**src/rtl/i2c_target_regs_if.sv**
```systemverilog
// Open-drain I2C pin bundle: pin levels seen by the target and its SDA pull-down enable.
interface i2c_target_regs_if;
  logic scl_i;
  logic sda_i;
  logic sda_oe;

  modport master (output scl_i, output sda_i, input sda_oe);
  modport slave  (input scl_i, input sda_i, output sda_oe);
endinterface

```
**src/rtl/i2c_target_regs.sv**
```systemverilog
// I2C target holding one 16-bit word: written as MSB/LSB byte pairs and read back
// in the same order. SCL/SDA are oversampled by HCLK; SCL is never stretched.
module i2c_target_regs #(
  parameter logic [6:0] ADDR        = 7'h50,
  parameter int         SYNC_STAGES = 2
) (
  input  logic              HCLK,
  input  logic              HRESETn,
  i2c_target_regs_if.slave  bus,
  output logic [15:0]       i2c_data,
  output logic              data_valid,
  output logic              busy
);

  typedef enum logic [2:0] {
    S_IDLE, S_ADDR, S_ADDR_ACK, S_WR_BYTE, S_WR_ACK, S_RD_BYTE, S_RD_ACK
  } state_t;

  function automatic logic [7:0] f_rd_byte(input logic idx, input logic [15:0] d);
    return idx ? d[7:0] : d[15:8];
  endfunction

  logic [SYNC_STAGES-1:0] r_scl_sync, r_sda_sync;
  logic                   r_scl_d, r_sda_d;
  state_t                 r_state, w_state_nxt;
  logic [3:0]             r_bit_cnt, w_bit_cnt_nxt;
  logic [7:0]             r_shift, w_shift_nxt;
  logic [7:0]             r_msb, w_msb_nxt;
  logic                   r_byte_idx, w_byte_idx_nxt;
  logic                   r_rw, w_rw_nxt;
  logic                   r_ack_drv, w_ack_drv_nxt;
  logic                   r_sda_oe, w_sda_oe_nxt;
  logic [15:0]            r_data, w_data_nxt;
  logic                   r_dv, w_dv_nxt;
  logic                   r_busy, w_busy_nxt;
  logic                   w_scl, w_sda;
  logic                   w_scl_rise, w_scl_fall, w_start, w_stop;
  logic [7:0]             w_byte_in;

  assign w_scl      = r_scl_sync[SYNC_STAGES-1];
  assign w_sda      = r_sda_sync[SYNC_STAGES-1];
  assign w_scl_rise = w_scl & ~r_scl_d;
  assign w_scl_fall = ~w_scl & r_scl_d;
  assign w_start    = ~w_sda & r_sda_d & w_scl;
  assign w_stop     = w_sda & ~r_sda_d & w_scl;
  assign w_byte_in  = {r_shift[6:0], w_sda};

  assign bus.sda_oe = r_sda_oe;
  assign i2c_data   = r_data;
  assign data_valid = r_dv;
  assign busy       = r_busy;

  // Pin synchronizers plus edge-detect delay; reset to idle-high so reset exit is quiet.
  always_ff @(posedge HCLK) begin
    if (!HRESETn) begin
      r_scl_sync <= '1;
      r_sda_sync <= '1;
      r_scl_d    <= 1'b1;
      r_sda_d    <= 1'b1;
    end else begin
      r_scl_sync <= {r_scl_sync[SYNC_STAGES-2:0], bus.scl_i};
      r_sda_sync <= {r_sda_sync[SYNC_STAGES-2:0], bus.sda_i};
      r_scl_d    <= w_scl;
      r_sda_d    <= w_sda;
    end
  end

  // Protocol state and datapath registers.
  always_ff @(posedge HCLK) begin
    if (!HRESETn) begin
      r_state    <= S_IDLE;
      r_bit_cnt  <= 4'd0;
      r_shift    <= 8'h00;
      r_msb      <= 8'h00;
      r_byte_idx <= 1'b0;
      r_rw       <= 1'b0;
      r_ack_drv  <= 1'b0;
      r_sda_oe   <= 1'b0;
      r_data     <= 16'h0000;
      r_dv       <= 1'b0;
      r_busy     <= 1'b0;
    end else begin
      r_state    <= w_state_nxt;
      r_bit_cnt  <= w_bit_cnt_nxt;
      r_shift    <= w_shift_nxt;
      r_msb      <= w_msb_nxt;
      r_byte_idx <= w_byte_idx_nxt;
      r_rw       <= w_rw_nxt;
      r_ack_drv  <= w_ack_drv_nxt;
      r_sda_oe   <= w_sda_oe_nxt;
      r_data     <= w_data_nxt;
      r_dv       <= w_dv_nxt;
      r_busy     <= w_busy_nxt;
    end
  end

  // Next-state logic; START/STOP override whatever bit handling the state would do.
  always_comb begin
    w_state_nxt    = r_state;
    w_bit_cnt_nxt  = r_bit_cnt;
    w_shift_nxt    = r_shift;
    w_msb_nxt      = r_msb;
    w_byte_idx_nxt = r_byte_idx;
    w_rw_nxt       = r_rw;
    w_ack_drv_nxt  = r_ack_drv;
    w_sda_oe_nxt   = r_sda_oe;
    w_data_nxt     = r_data;
    w_dv_nxt       = 1'b0;
    if (w_stop) begin
      w_state_nxt   = S_IDLE;
      w_sda_oe_nxt  = 1'b0;
      w_ack_drv_nxt = 1'b0;
    end else if (w_start) begin
      w_state_nxt    = S_ADDR;
      w_bit_cnt_nxt  = 4'd0;
      w_byte_idx_nxt = 1'b0;
      w_sda_oe_nxt   = 1'b0;
      w_ack_drv_nxt  = 1'b0;
    end else begin
      case (r_state)
        S_ADDR: begin
          if (w_scl_rise) begin
            w_shift_nxt   = w_byte_in;
            w_bit_cnt_nxt = r_bit_cnt + 4'd1;
            if (r_bit_cnt == 4'd7) begin
              w_bit_cnt_nxt = 4'd0;
              w_rw_nxt      = w_sda;
              w_state_nxt   = (r_shift[6:0] == ADDR) ? S_ADDR_ACK : S_IDLE;
            end else begin
              w_state_nxt = S_ADDR;
            end
          end else begin
            w_state_nxt = S_ADDR;
          end
        end
        S_ADDR_ACK, S_WR_ACK: begin
          if (w_scl_fall && !r_ack_drv) begin
            w_sda_oe_nxt  = 1'b1;
            w_ack_drv_nxt = 1'b1;
          end else if (w_scl_fall) begin
            w_sda_oe_nxt  = 1'b0;
            w_ack_drv_nxt = 1'b0;
            w_bit_cnt_nxt = 4'd0;
            if (!r_rw) begin
              w_state_nxt = S_WR_BYTE;
            end else begin
              // Read data must be on the bus by the same fall that ends the ACK.
              w_state_nxt   = S_RD_BYTE;
              w_sda_oe_nxt  = ~f_rd_byte(r_byte_idx, r_data)[7];
              w_shift_nxt   = {f_rd_byte(r_byte_idx, r_data)[6:0], 1'b0};
              w_bit_cnt_nxt = 4'd1;
            end
          end else begin
            w_state_nxt = r_state;
          end
        end
        S_WR_BYTE: begin
          if (w_scl_rise) begin
            w_shift_nxt   = w_byte_in;
            w_bit_cnt_nxt = r_bit_cnt + 4'd1;
            if (r_bit_cnt == 4'd7) begin
              w_bit_cnt_nxt  = 4'd0;
              w_state_nxt    = S_WR_ACK;
              w_byte_idx_nxt = ~r_byte_idx;
              if (r_byte_idx) begin
                w_data_nxt = {r_msb, w_byte_in};
                w_dv_nxt   = 1'b1;
              end else begin
                w_msb_nxt = w_byte_in;
              end
            end else begin
              w_state_nxt = S_WR_BYTE;
            end
          end else begin
            w_state_nxt = S_WR_BYTE;
          end
        end
        S_RD_BYTE: begin
          if (w_scl_fall && (r_bit_cnt == 4'd8)) begin
            w_sda_oe_nxt  = 1'b0;
            w_bit_cnt_nxt = 4'd0;
            w_state_nxt   = S_RD_ACK;
          end else if (w_scl_fall) begin
            w_sda_oe_nxt  = ~r_shift[7];
            w_shift_nxt   = {r_shift[6:0], 1'b0};
            w_bit_cnt_nxt = r_bit_cnt + 4'd1;
          end else begin
            w_state_nxt = S_RD_BYTE;
          end
        end
        S_RD_ACK: begin
          if (w_scl_rise && !w_sda) begin
            w_byte_idx_nxt = ~r_byte_idx;
            w_shift_nxt    = f_rd_byte(~r_byte_idx, r_data);
            w_bit_cnt_nxt  = 4'd0;
            w_state_nxt    = S_RD_BYTE;
          end else if (w_scl_rise) begin
            w_state_nxt = S_IDLE;
          end else begin
            w_state_nxt = S_RD_ACK;
          end
        end
        default: begin
          w_state_nxt = S_IDLE;
        end
      endcase
    end
    w_busy_nxt = (w_state_nxt != S_IDLE) && (w_state_nxt != S_ADDR);
  end

endmodule

```
**src/flat_wrapper.sv**
```systemverilog
// flat-port wrapper written by rule: the top's interface ports become plain ports
module i2c_target_regs_flat 
#(
  parameter logic [6:0] ADDR        = 7'h50,
  parameter int         SYNC_STAGES = 2
)
  (HCLK, HRESETn, i2c_data, data_valid, busy, bus_scl_i, bus_sda_i, bus_sda_oe);
  i2c_target_regs_if bus_i ();
  input  logic HCLK;
  input  logic HRESETn;
  output logic [15:0] i2c_data;
  output logic data_valid;
  output logic busy;
  input wire logic [$bits(bus_i.scl_i)-1:0] bus_scl_i;
  input wire logic [$bits(bus_i.sda_i)-1:0] bus_sda_i;
  output wire logic [$bits(bus_i.sda_oe)-1:0] bus_sda_oe;
  assign bus_i.scl_i = bus_scl_i;
  assign bus_i.sda_i = bus_sda_i;
  assign bus_sda_oe = bus_i.sda_oe;
  i2c_target_regs #(.ADDR(ADDR), .SYNC_STAGES(SYNC_STAGES)) u_core (.HCLK(HCLK), .HRESETn(HRESETn), .bus(bus_i), .i2c_data(i2c_data), .data_valid(data_valid), .busy(busy));
endmodule
```
**config.mk**
```make
export PLATFORM = sky130hd
export DESIGN_NAME = i2c_target_regs_flat
export DESIGN_NICKNAME = d
export VERILOG_FILES = /design/src/rtl/i2c_target_regs_if.sv /design/src/rtl/i2c_target_regs.sv /design/src/flat_wrapper.sv
export SDC_FILE = /design/constraint.sdc
export NUM_CORES = 1
export LEC_CHECK = 0
export ABC_AREA = 1
export BUFFER_PORTS_ARGS = -buffer_cell sky130_fd_sc_hd__buf_2
export CAP_MARGIN = 20
export CORE_ASPECT_RATIO = 1.4
export CORE_UTILIZATION = 61
export CTS_CLUSTER_SIZE = 24
export DETAILED_ROUTE_END_ITERATION = 8
export PLACE_DENSITY = 0.92
export RECOVER_POWER = 100
export SETUP_SLACK_MARGIN = 0.02
export SLEW_MARGIN = 20
export SYNTH_ARGS = -nofsm -noshare
export SYNTH_HDL_FRONTEND = slang
export SYNTH_SLANG_ARGS = --single-unit
```
**constraint.sdc**
```tcl
create_clock -name HCLK -period 5.1 [get_ports HCLK]
set_clock_uncertainty 0.1 [all_clocks]
set_input_delay 0.255 -clock HCLK [delete_from_list [all_inputs] [get_ports HCLK]]
set_output_delay 0.255 -clock HCLK [all_outputs]
set_load 0.01 [all_outputs]
```
Word-level counts from Yosys, hierarchy flattened
Cells that the tools add are included.

Flip-flop bits (word level): 51. Logic and storage cells: 134.

Add/sub/neg operators: 1. Equal/unequal tests: 26. Multiplexer cells: 49. Bitwise gates (word level): 19. Reduce and logical (&&, ||, !) cells: 24.

Operators by type and width (number): 2-to-1 mux 8 bit (9); 2-to-1 mux 3 bit (13); 2-to-1 mux 4 bit (8); case mux 8 bit (4 select lines) (1); != test 3 x 1 -> 1 bit, second input constant (8); case mux 4 bit (4 select lines) (1); case mux 3 bit (5 select lines) (1); 2-to-1 mux 1 bit (13); NOT 1 bit (13); AND reduction 6 bit (2); != test 2 x 1 -> 1 bit, second input constant (5); AND reduction 10 bit (1); AND reduction 5 bit (2); == test 3 bit, second input constant (3); == test 7 bit, second input constant (1); AND reduction 7 bit (1); AND 1 bit (6); == test 3 x 2 -> 1 bit, second input constant (2); nonzero test 3 bit (2); OR reduction 6 bit (1); nonzero test 5 bit (1); adder 4 x 1 -> 4 bit, second input constant (1); == test 4 x 3 -> 1 bit, second input constant (1); == test 4 bit, second input constant (1); other kinds (14) (22).

Depth between registers and ports, before layout
Gate-level depths: netlist of run 1.

Depth in word-level cells: 9. Gate-level depth with buffers: 11.

Worst setup path after synthesis of run 1
No wires, ideal clock.

Path kind: reg-to-reg. From: reg u_core.r_bit_cnt[1]. To: reg u_core.r_data[4], in the netlist u_core.i2c_data[4]. Setup time: 0.066 ns. Arrival: 1.427 ns. Required time: 4.934 ns. Slack: 3.507 ns. Stages on the path, launching flop included: 11. Buffers on the path: 1. Cells stage by stage: dfxtp_1 > ha_1 > nand2_1 > inv_1 > nand2_1 > nor2_4 > nand2_4 > nor3_4 > buf_6 > o21ai_1 > a21oi_2.

Word-level cells in the longest chain between the ends: 2.

RTL lines: start: declaration (RTL line i2c_target_regs.sv:26) `logic [3:0] r_bit_cnt, w_bit_cnt_nxt;`; start signal: assignment (RTL line i2c_target_regs.sv:84) `r_bit_cnt <= w_bit_cnt_nxt;`; == test 4 x 3 -> 1 bit (RTL line i2c_target_regs.sv:161) `if (r_bit_cnt == 4'd7) begin`; AND reduction 6 bit (no source line); end signal: assignment (RTL line i2c_target_regs.sv:91) `r_data <= w_data_nxt;`; end: declaration (RTL line i2c_target_regs.sv:33) `logic [15:0] r_data, w_data_nxt;`.

No other way between the ends. A chain may end at the register's enable or synchronous reset.

Final worst setup path of run 1
From: reg u_core.r_byte_idx. To: reg u_core.r_msb[0].

Word-level cells in the longest chain between the ends: 2.

RTL lines: start: declaration (RTL line i2c_target_regs.sv:29) `logic r_byte_idx, w_byte_idx_nxt;`; start signal: assignment (RTL line i2c_target_regs.sv:87) `r_byte_idx <= w_byte_idx_nxt;`; NOT 1 bit; AND reduction 6 bit (no source line); end signal: assignment (RTL line i2c_target_regs.sv:86) `r_msb <= w_msb_nxt;`; end: declaration (RTL line i2c_target_regs.sv:28) `logic [7:0] r_msb, w_msb_nxt;`.

No other way between the ends.

==> results of run 1 <==
[registers in the layout, indices dropped and copies added, names as in the netlist, 2 cells and up]
register	count
u_core.i2c_data	16
u_core.r_bit_cnt	4
u_core.r_msb	8
u_core.r_scl_sync	2
u_core.r_sda_sync	2
u_core.r_shift	8
u_core.r_state	3
[path summary, 6_finish.rpt]
kind,from,to,slack [ps],cells after the start
setup / recovery,u_core.r_byte_idx$_SDFFE_PN0P_,u_core.r_msb[0]$_SDFFE_PN0P_,2170,5
setup reg to reg,u_core.r_byte_idx$_SDFFE_PN0P_,u_core.r_msb[0]$_SDFFE_PN0P_,2170,5
hold reg to reg,u_core.r_sda_sync[0]$_SDFF_PN1_,u_core.r_sda_sync[1]$_SDFF_PN1_,320,1
hold / removal,bus_sda_i,u_core.r_sda_sync[0]$_SDFF_PN1_,30,2
[final cells by class]
cell class                 count  area, µm²  area share, %
tap                           43       53.8           1.96
multi-input combinational    282       1330           48.5
timing repair buffer          22       85.1           3.10
clock buffer                   6       82.6           3.01
inverter                      36        135           4.92
sequential                    51       1020           37.2
clock inverter                 2       35.0           1.28
[Yosys cell counts]
master    instances
o21ai_1          14
clkbuf_1          3
nand2_2           4
dfxtp_1          51
o211ai_1          2
buf_1             1
inv_2             6
or2_2             5
a21oi_2           3
nand2_1          93
nor3_4            2
buf_2             5
and3_1            1
nand4_1           2
a21oi_1          35
a31oi_1           1
nand2_4           1
buf_6             2
and3b_1           1
nor2_2            4
ha_1              2
nor4_1            1
inv_1            30
nor2_1           43
o21ai_0          41
buf_4             2
nor3_1            3
nand3_1          18
nand3_2           4
nor2_4            2
[routing by layer]
layer	GRT usage, %	vias to the layer above	share of wire (%)
met4	19.8	0	4.1
met5	0	-	0
met2	50.2	119	51
met1	32.4	1176	39
met3	5.37	27	6.2
li1	-	1275	-
[power by group through the flow]
stage | Sequential [mW] | Combinational [mW] | Clock, mW
global route | 0.414 | 0.0770 | 0.310
finish | 0.413 | 0.0693 | 0.292
CTS | 0.413 | 0.0711 | 0.293
floorplan | 0.417 | 0.0599 | 0
global placement | 0.421 | 0.0687 | 0
detailed placement | 0.422 | 0.0702 | 0
[stage by stage]
stage	utilization (%)	cell area (µm²)
3_3_place_gp	67.2	2680
6_report	68.8	2740
3_5_place_dp	67.2	2680
2_1_floorplan	-	2590
4_1_cts	70.2	2800
5_1_grt	68.8	2740
[cells by family (layout without fill, tap and decap cells)]
logic type	count (synthesis)	count (layout)	share of synthesized area [%]
buffers and inverters	49	66	8.20
flip-flops	51	51	39.4
AND/OR/NAND/NOR	184	184	32.3
AO/OA/AOI/OAI	96	96	19.2
adder cells (fa/ha/maj)	2	2	0.965
==> reports/metrics.cfg, run 1 <==
[synth]
synth-seq-cells=51
ys_top_cells_by_area=dfxtp_1, nand2_1, o21ai_0
synth_area_mm2=0.00259
syn_inst=382
yosys.area.top_type=dfxtp_1
yosys_warnings=0
yosysSeqAreaShare_pct=39.4
postSynthAreaPerCell_um2=6.79
synth_top_area_share_pct=39.4
syn_nets=388
ys_types=30

[timing]
setup_ws_ps=2170
rsz0062_at_grt=no
tns_ps=0
setup_violations=0
fmax_ghz=0.342
holdWs_ps=28.9
fin_crit_ps=2930
relSlewSlack_pct=-1.44
period_share_pct=57.4
report.final.slew_viol_count=17
finalHoldViolations=0
worst_pin_slew_ps=1510

[grt]
grt_max_degree=35
antenna_found_initial=0
grt_use_total_pct=29.3
grt_pass1_wl_um=10300
grt_pass1_vias=2334
overflow=0

[clocking]
post_cts_buffers=0
hold_buffers=0
htree_num_levels=2
clock-sinks=51
cts_buffers=5
clockBufferDepth=2
clock_latency_ps=310
ctsResizeCount=0
cts-root-buf=clkbuf_8
path_clk_slew_ps=90
cts_tree=built

[run_status]
status=finished with violations
violations=max-capacitance violations, max-slew violations

[power]
fin_total_pwr_mw=0.775
clockPowerShare_pct=37.7
seq_power_share_pct=53.3
p_int_mw=0.583
p_per_area_mw_per_mm2=282
vdd_ir_drop_max_mv=0.216
switching_share_pct=24.8
netSwitchingPower_mw=0.192
leakage_nw=1.20
combPwrFrac_pct=9.0

[floorplan]
die_h_um=79.2
die_x_um=57.1
initial_core_util_pct=65.1
row_count=27
core_area_mm2=0.00399
fp.dieArea_mm2=0.00452
ioPinCount=23

[route]
routed_wl_um=6300
drc=0
post_drt_wl_per_cell_um=14.3
vias_per_cell=5.88
vias=2597
dr.pass1.iters=6
postRouteAntennaNets=0
drt_iter0_drc=150

[placed_design]
hpwlAfterDp_um=4480
dp_slack_ps=2680
place_inst=434
io_buffer_count=22
gp_congestion=0.942

[setup_path]
crit_chain=inv_1, nand2_1, nor3_1, o21ai_0, a21oi_1
worstPathMaxFanout=18
max_stage_delay_ps=1210
cp_data_arrival_time_ps=3070
end_kind=flop
startpoint_type=flop
cp.required_ps=5240
slowest_stage=nor3_1
crit_family=simple AND/OR/NAND/NOR gates
critical_path_buf_inv_count=1
worstSetupPathType=flop to flop

[run]
maxCapViolCount=1

[min_path]
holdCritPathClass=input pin to flop

[final_layout]
instances_no_fill=442
final_cell_mix=nand2_1, o21ai_0, dfxtp_1
fill_cells=340
area_growth_syn_to_layout_pct=5.79
mostFrequentLayoutCell=nand2_1
fin_nets=404
antennaDiodeCount=0
final_layout_size_suffix_gt1_share_pct=8.27

Note: power is estimated with default switching activity, not from simulation.
==> run 2, diff against run 1 <==
--- a/config.mk
+++ b/config.mk
@@ -5,14 +5,14 @@
 export SDC_FILE = /design/constraint.sdc
 export NUM_CORES = 1
 export LEC_CHECK = 0
-export ABC_AREA = 1
+export ABC_AREA = 0
 export BUFFER_PORTS_ARGS = -buffer_cell sky130_fd_sc_hd__buf_2
 export CAP_MARGIN = 20
 export CORE_ASPECT_RATIO = 1.4
-export CORE_UTILIZATION = 61
+export CORE_UTILIZATION = 54
 export CTS_CLUSTER_SIZE = 24
 export DETAILED_ROUTE_END_ITERATION = 8
-export PLACE_DENSITY = 0.92
+export PLACE_DENSITY = 0.87
 export RECOVER_POWER = 100
 export SETUP_SLACK_MARGIN = 0.02
 export SLEW_MARGIN = 20
==> constraint.sdc (replaced) <==
create_clock -name HCLK -period 2.4 [get_ports HCLK]
set_clock_uncertainty 0.1 [all_clocks]
set_input_delay 0.12 -clock HCLK [delete_from_list [all_inputs] [get_ports HCLK]]
set_output_delay 0.12 -clock HCLK [all_outputs]
set_load 0.01 [all_outputs]
==> run 2 against run 1 <==
Compared with the run above: the flow now finishes without violations; first-iteration DRC count fell by 15%; die area increased by 26%; non-clock buffer count is 11 higher; critical endpoint is now u_core.r_bit_cnt[1]$_SDFFE_PN0P_; largest cell class unchanged; highest routed layer unchanged.
==> reports/metrics.cfg, run 2 <==
[grt]
overflow=0  ; unchanged
use_met1_pct=28.2  ; -4.2 points
grtUsageMet2_pct=45.6  ; -4.6 points
grt_max_degree=38  ; +8.6%
grt_pass1_wl_um=11300  ; +9.6%
use_met3_pct=4.12  ; -1.3 points
antenna_found_initial=0  ; unchanged
gr-max-usage-layer=met2
grt_use_total_pct=25.7  ; -3.6 points
grt_pass1_vias=2423  ; +3.8%

[setup_path]
worstSetupPathType=flop to flop
crit_chain=clkbuf_1, and3b_1, o311ai_1, o21ai_2, and4_1, o21a_1
worstPathMaxFanout=18  ; unchanged
cp_data_arrival_time_ps=2310  ; -760 ps
startpoint_type=flop
slowest_stage=dfxtp_1
cp.required_ps=2520  ; -2720 ps
max_stage_delay_ps=490  ; -720 ps
end_kind=flop

[synth]
synth_area_mm2=0.00290  ; +12%
yosysSeqAreaShare_pct=35.2  ; -4.2 points
async_reset_ff_share_pct=0  ; unchanged
ys_top_cells_by_area=dfxtp_1, mux2i_1, nor2_1
ys_types=68  ; +130%
ys_dominant_reg_cell=dfxtp_1
postSynthAreaPerCell_um2=8.99  ; +32%
synth_top_area_share_pct=35.2  ; -4.2 points
yosys.area.top_type=dfxtp_1
syn_nets=329  ; -15%
yosys-top-cells-count=dfxtp_1, mux2i_1, nor2_1, nand2_1, a21oi_1
syn_inst=323  ; -15%
synth_edf_count=0  ; unchanged
synth-seq-cells=51  ; unchanged
yosysMostFrequentCell=dfxtp_1
yosys_warnings=0  ; unchanged

[final_layout]
fill_cells=444  ; +31%
area_growth_syn_to_layout_pct=6.08
largest_reg_flops=16  ; unchanged
final_cell_mix=dfxtp_1, mux2i_1, nor2_1
mostFrequentLayoutCell=dfxtp_1
antennaDiodeCount=0  ; unchanged
instances_no_fill=408  ; -7.7%
final_layout_size_suffix_gt1_share_pct=9.94  ; +1.7 points
fin_nets=347  ; -14%

[timing]
finalHoldViolations=0  ; unchanged
fin_crit_ps=2190  ; -741 ps
rsz0062_at_grt=no
setup_violations=0  ; unchanged
tns_ps=0  ; unchanged
setup_ws_ps=213  ; -1960 ps
report.final.slew_viol_count=0  ; -17
worst_pin_slew_ps=611  ; -899 ps
relSlewSlack_pct=59.2  ; +61 points
fmax_ghz=0.457  ; +34%
period_share_pct=91.1  ; +34 points
holdWs_ps=11.5  ; -17.4 ps

[power]
clockPowerShare_pct=35.2  ; -2.5 points
p_int_mw=1.11  ; +91%
p_per_area_mw_per_mm2=495  ; +75%
vdd_ir_drop_max_mv=0.655  ; +200%
netSwitchingPower_mw=0.411  ; +110%
leakage_nw=1.23  ; +2.4%
switching_share_pct=27.0  ; +2.2 points
seq_power_share_pct=57.0  ; +3.7 points
combPwrFrac_pct=7.8  ; -1.2 points

[clocking]
cts_tree=built
cts-root-buf=clkbuf_8
htree_num_levels=2  ; unchanged
cts_buffers=5  ; unchanged
path_clk_slew_ps=100  ; about the same
post_cts_buffers=0  ; unchanged
clockBufferDepth=2  ; unchanged
clock-sinks=51  ; unchanged
clock_latency_ps=310  ; about the same

[floorplan]
initial_core_util_pct=56.3  ; -8.8 points
fp.dieArea_mm2=0.00568  ; +26%
die_x_um=64.0  ; +12%
die_h_um=88.8  ; +12%
row_count=31  ; +15%
ioPinCount=23  ; unchanged
core_area_mm2=0.00516  ; +29%

[placed_design]
dp_slack_ps=361  ; -2320 ps
place_inst=398  ; -8.3%
io_buffer_count=22  ; unchanged
gp_congestion=0.968  ; +2.7%
hpwlAfterDp_um=4740  ; +6.0%

[route]
vias_per_cell=6.19  ; +5.3%
drc=0  ; unchanged
postRouteAntennaNets=0  ; unchanged
vias=2525  ; -2.8%
drt_iter0_drc=128  ; -15%
dr.pass1.iters=4  ; -2
post_drt_wl_per_cell_um=16.5  ; +16%
routed_wl_um=6740  ; +6.9%

[min_path]
holdCritPathClass=input pin to flop

[run_status]
status=completed

[run]
maxCapViolCount=0  ; -1

==> run 2: cell families (layout without fill, tap and decap cells) <==
logic type                 count (synthesis)  count (layout)  share of synthesized area (%)
xor gates and xnor gates                   4               4                           1.21
buffers and inverters                     29              48                           6.08
AOI/OAI and AO/OA                         82              82                           20.7
DFF                                       51              51                           35.2
adders and majority gates                  2               2                          0.862
muxes                                     42              42                           14.5
and+or+nand+nor                          113             113                           21.4
==> run 2: what timing repair did <==
action | CTS | global route
hold buffers | 2 | 0
hold endpoints to repair | 2 | 0
resized for setup | 0 | 0
==> run 2: power groups by stage <==
stage | clock network, mW | registers (mW) | logic, mW
after floorplan | 0 | 0.882 | 0.0943
after global placement | 0 | 0.888 | 0.117
after detailed placement | 0 | 0.888 | 0.118
after CTS | 0.546 | 0.869 | 0.121
after global routing | 0.580 | 0.870 | 0.129
final | 0.537 | 0.869 | 0.119
==> run 2: path summary, 6_finish.rpt <==
check	startpoint	endpoint	slack (ps)	cells after the start
setup / recovery	u_core.r_state[1]$_SDFF_PN0_	u_core.r_bit_cnt[1]$_SDFFE_PN0P_	210	6
hold reg to reg	u_core.r_scl_sync[0]$_SDFF_PN1_	u_core.r_scl_sync[1]$_SDFF_PN1_	330	1
hold / removal	HRESETn	u_core.r_sda_d$_SDFF_PN1_	10	2
setup reg to reg	u_core.r_state[1]$_SDFF_PN0_	u_core.r_bit_cnt[1]$_SDFFE_PN0P_	210	6
==> run 2: layer usage <==
metal	share of wire (%)	wire [µm]
met5	0	0
met3	3.3	225
met1	41	2750
met4	3.9	263
met2	52	3500
==> run 2: through the flow <==
stage          total power [mW]  util [%]  area [µm²]
3_5_place_dp               1.01      58.4        3010
5_1_grt                    1.58      59.7        3080
3_3_place_gp               1.01      58.4        3010
6_report                   1.53      59.7        3080
4_1_cts                    1.54      60.7        3130
2_1_floorplan             0.976         -        2900
==> run 2: area by class of cell <==
class | count | area, µm² | area share, %
well taps | 66 | 82.6 | 2.68
clock buffers | 5 | 68.8 | 2.23
repair buffers | 33 | 164 | 5.32
multi-input cells | 243 | 1690 | 54.9
inverters | 7 | 26.3 | 0.853
clock inverters | 3 | 27.5 | 0.894
flip-flops and latches | 51 | 1020 | 33.2
==> run 2: critical path: cells and delay by family, from the launching register on <==
family	cells	cell delay [ps]
compound gates	3	770
flops	1	490
simple gates	2	470
buf+inv	1	260
==> run 3, diff against run 2 <==
==> constraint.sdc (replaced) <==
create_clock -name HCLK -period 2 [get_ports HCLK]
set_clock_uncertainty 0.1 [all_clocks]
set_input_delay 0.4 -clock HCLK [delete_from_list [all_inputs] [get_ports HCLK]]
set_output_delay 0.4 -clock HCLK [all_outputs]
set_load 0.01 [all_outputs]
==> run 3 against run 2 <==
Compared with the run above: first-iteration DRC count rose by 34%; cell area rose by 5.5%; maximum frequency increased by 15%; worst hold slack better by 150 ps; register-to-register slack lost 120 ps; worst setup slack got worse by 120 ps; via count grew 2.7%; die area is the same; final cell count rose by 3.2%; critical path type unchanged.
==> reports/metrics.cfg, run 3 (same netlist as run 2, synthesis figures left out) <==
[final_layout]
fin_area_mm2=0.00325  ; +5.5%
antennaDiodeCount=0  ; unchanged
final_layout_size_suffix_gt1_share_pct=16.6  ; +6.7 points
multi_input_area_mm2=0.00174  ; +2.7%
area_growth_syn_to_layout_pct=11.9
fill_cells=429  ; -3.4%
final_util_pct=63.0  ; +3.3 points
mostFrequentLayoutCell=dfxtp_1
largest_reg_flops=16  ; unchanged
seqCellArea_mm2=0.00103  ; +0.98%
fin_nets=360  ; +3.7%
final_cell_mix=dfxtp_1, mux2i_1, nor2_1

[route]
vias=2593  ; +2.7%
vias_per_cell=6.16  ; -0.48%
postRouteAntennaNets=0  ; unchanged
drt_iter0_drc=172  ; +34%
drc=0  ; unchanged
routed_wl_um=7070  ; +4.9%
post_drt_wl_per_cell_um=16.8  ; +1.7%
dr.pass1.iters=4  ; unchanged

[timing]
rsz0062_at_grt=yes
fmax_ghz=0.524  ; +15%
relSlewSlack_pct=63.6  ; +4.3 points
report.final.slew_viol_count=0  ; unchanged
period_share_pct=95.4  ; +4.2 points
setup_violations=0  ; unchanged
finalHoldViolations=0  ; unchanged
worst_pin_slew_ps=547  ; -64.3 ps
fin_crit_ps=1910  ; -280 ps
holdWs_ps=157  ; +145 ps

[clocking]
clock-sinks=51  ; unchanged
clockBufferDepth=2  ; unchanged
cts-root-buf=clkbuf_8
path_clk_slew_ps=100  ; about the same
cts_buffers=5  ; unchanged
htree_num_levels=2  ; unchanged
cts_tree=built
clock_latency_ps=310  ; about the same
hold_buffers=0  ; -2

[power]
vdd_ir_drop_max_mv=0.393  ; -40%
leakage_nw=1.31  ; +6.9%
p_per_area_mw_per_mm2=566  ; +14%
fin_total_pwr_mw=1.84  ; +20%

[run]
maxCapViolCount=0  ; unchanged

[floorplan]
row_count=31  ; unchanged
fp.dieArea_mm2=0.00568  ; unchanged
core_area_mm2=0.00516  ; unchanged
ioPinCount=23  ; unchanged
die_h_um=88.8  ; unchanged
initial_core_util_pct=56.3  ; unchanged
die_x_um=64.0  ; unchanged

[setup_path]
worstPathMaxFanout=8  ; -10
slowest_stage=nor4_4
cp_data_arrival_time_ps=2030  ; -280 ps
worstSetupPathType=flop to flop
cp.required_ps=2120  ; -400 ps
max_stage_delay_ps=410  ; -80 ps
end_kind=flop
crit_family=simple AND/OR/NAND/NOR gates
startpoint_type=flop
critical_path_buf_inv_count=1  ; unchanged
crit_chain=buf_2, and4bb_1, nor4_4, o21ai_2, and4_1, o21a_1

[grt]
grt_max_degree=22  ; -42%
use_met3_pct=3.61  ; -0.52 points
use_met1_pct=28.3  ; +0.10 points
grt_pass1_wl_um=11500  ; +2.1%
grt_use_total_pct=26.2  ; +0.50 points
gr-max-usage-layer=met2
antenna_found_initial=0  ; unchanged
overflow=0  ; unchanged
grt_pass1_vias=2506  ; +3.4%
grtUsageMet2_pct=47.8  ; +2.1 points

[placed_design]
placed_area_mm2=0.00314  ; +4.2%
gp_congestion=0.968  ; about the same
io_buffer_count=22  ; unchanged
hpwlAfterDp_um=5020  ; +5.9%

[run_status]
status=completed

[min_path]
holdCritPathClass=input pin to flop

-- run 3: changes by cell type in the layout (fill, tap and decap cells not counted), moves of 2 or more --
cell	before	now
dlygate4sd3_1	2	0
dfxtp_2	0	5
dfxtp_1	51	45
buf_12	0	2
buf_4	6	18
-- run 3: what timing repair did --
action                     4_1_cts  5_1_grt
gates cloned                     0        1
setup buffers                    0        2
gates resized for setup          1       12
pin swaps                        0        2
setup endpoints to repair        9       14
-- run 3: path summary, 6_finish.rpt --
check	from	endpoint	slack (ps)	cells past startpoint
setup / recovery	u_core.r_state[0]$_SDFF_PN0_	u_core.r_bit_cnt[1]$_SDFFE_PN0P_	90	6
hold / removal	bus_scl_i	u_core.r_scl_sync[0]$_SDFF_PN1_	160	2
setup reg to reg	u_core.r_state[0]$_SDFF_PN0_	u_core.r_bit_cnt[1]$_SDFFE_PN0P_	90	6
hold reg to reg	u_core.r_scl_sync[0]$_SDFF_PN1_	u_core.r_scl_sync[1]$_SDFF_PN1_	330	1
-- run 3: through the flow --
step,TNS [ps],setup slack [ps],instances
after floorplan,0,221,323
after global placement,0,8.16,410
after detailed placement,-314,-78.8,410
after CTS,0,27.1,418
after global routing,0,8.73,421
final,0,92.8,421
-- run 3: area by class of cell --
class,instances,share of cell area [%]
Multi-Input combinational cell,244,53.4
Timing Repair Buffer,45,8.55
Inverter,7,0.809
Tap cell,66,2.54
Clock buffer,7,2.66
Clock inverter,1,0.270
Sequential cell,51,31.7
-- run 3: routing by layer --
layer  part of all wire [%]  routed length [µm]
met1                     41                2870
met2                     52                3660
met3                    3.2                 223
met4                    4.4                 309
met5                      0                   0
-- run 3: report_power, final --
part	switching (mW)	internal, mW
Clock	0.344	0.284
Combinational	0.101	0.0657
Sequential	0.0170	1.03
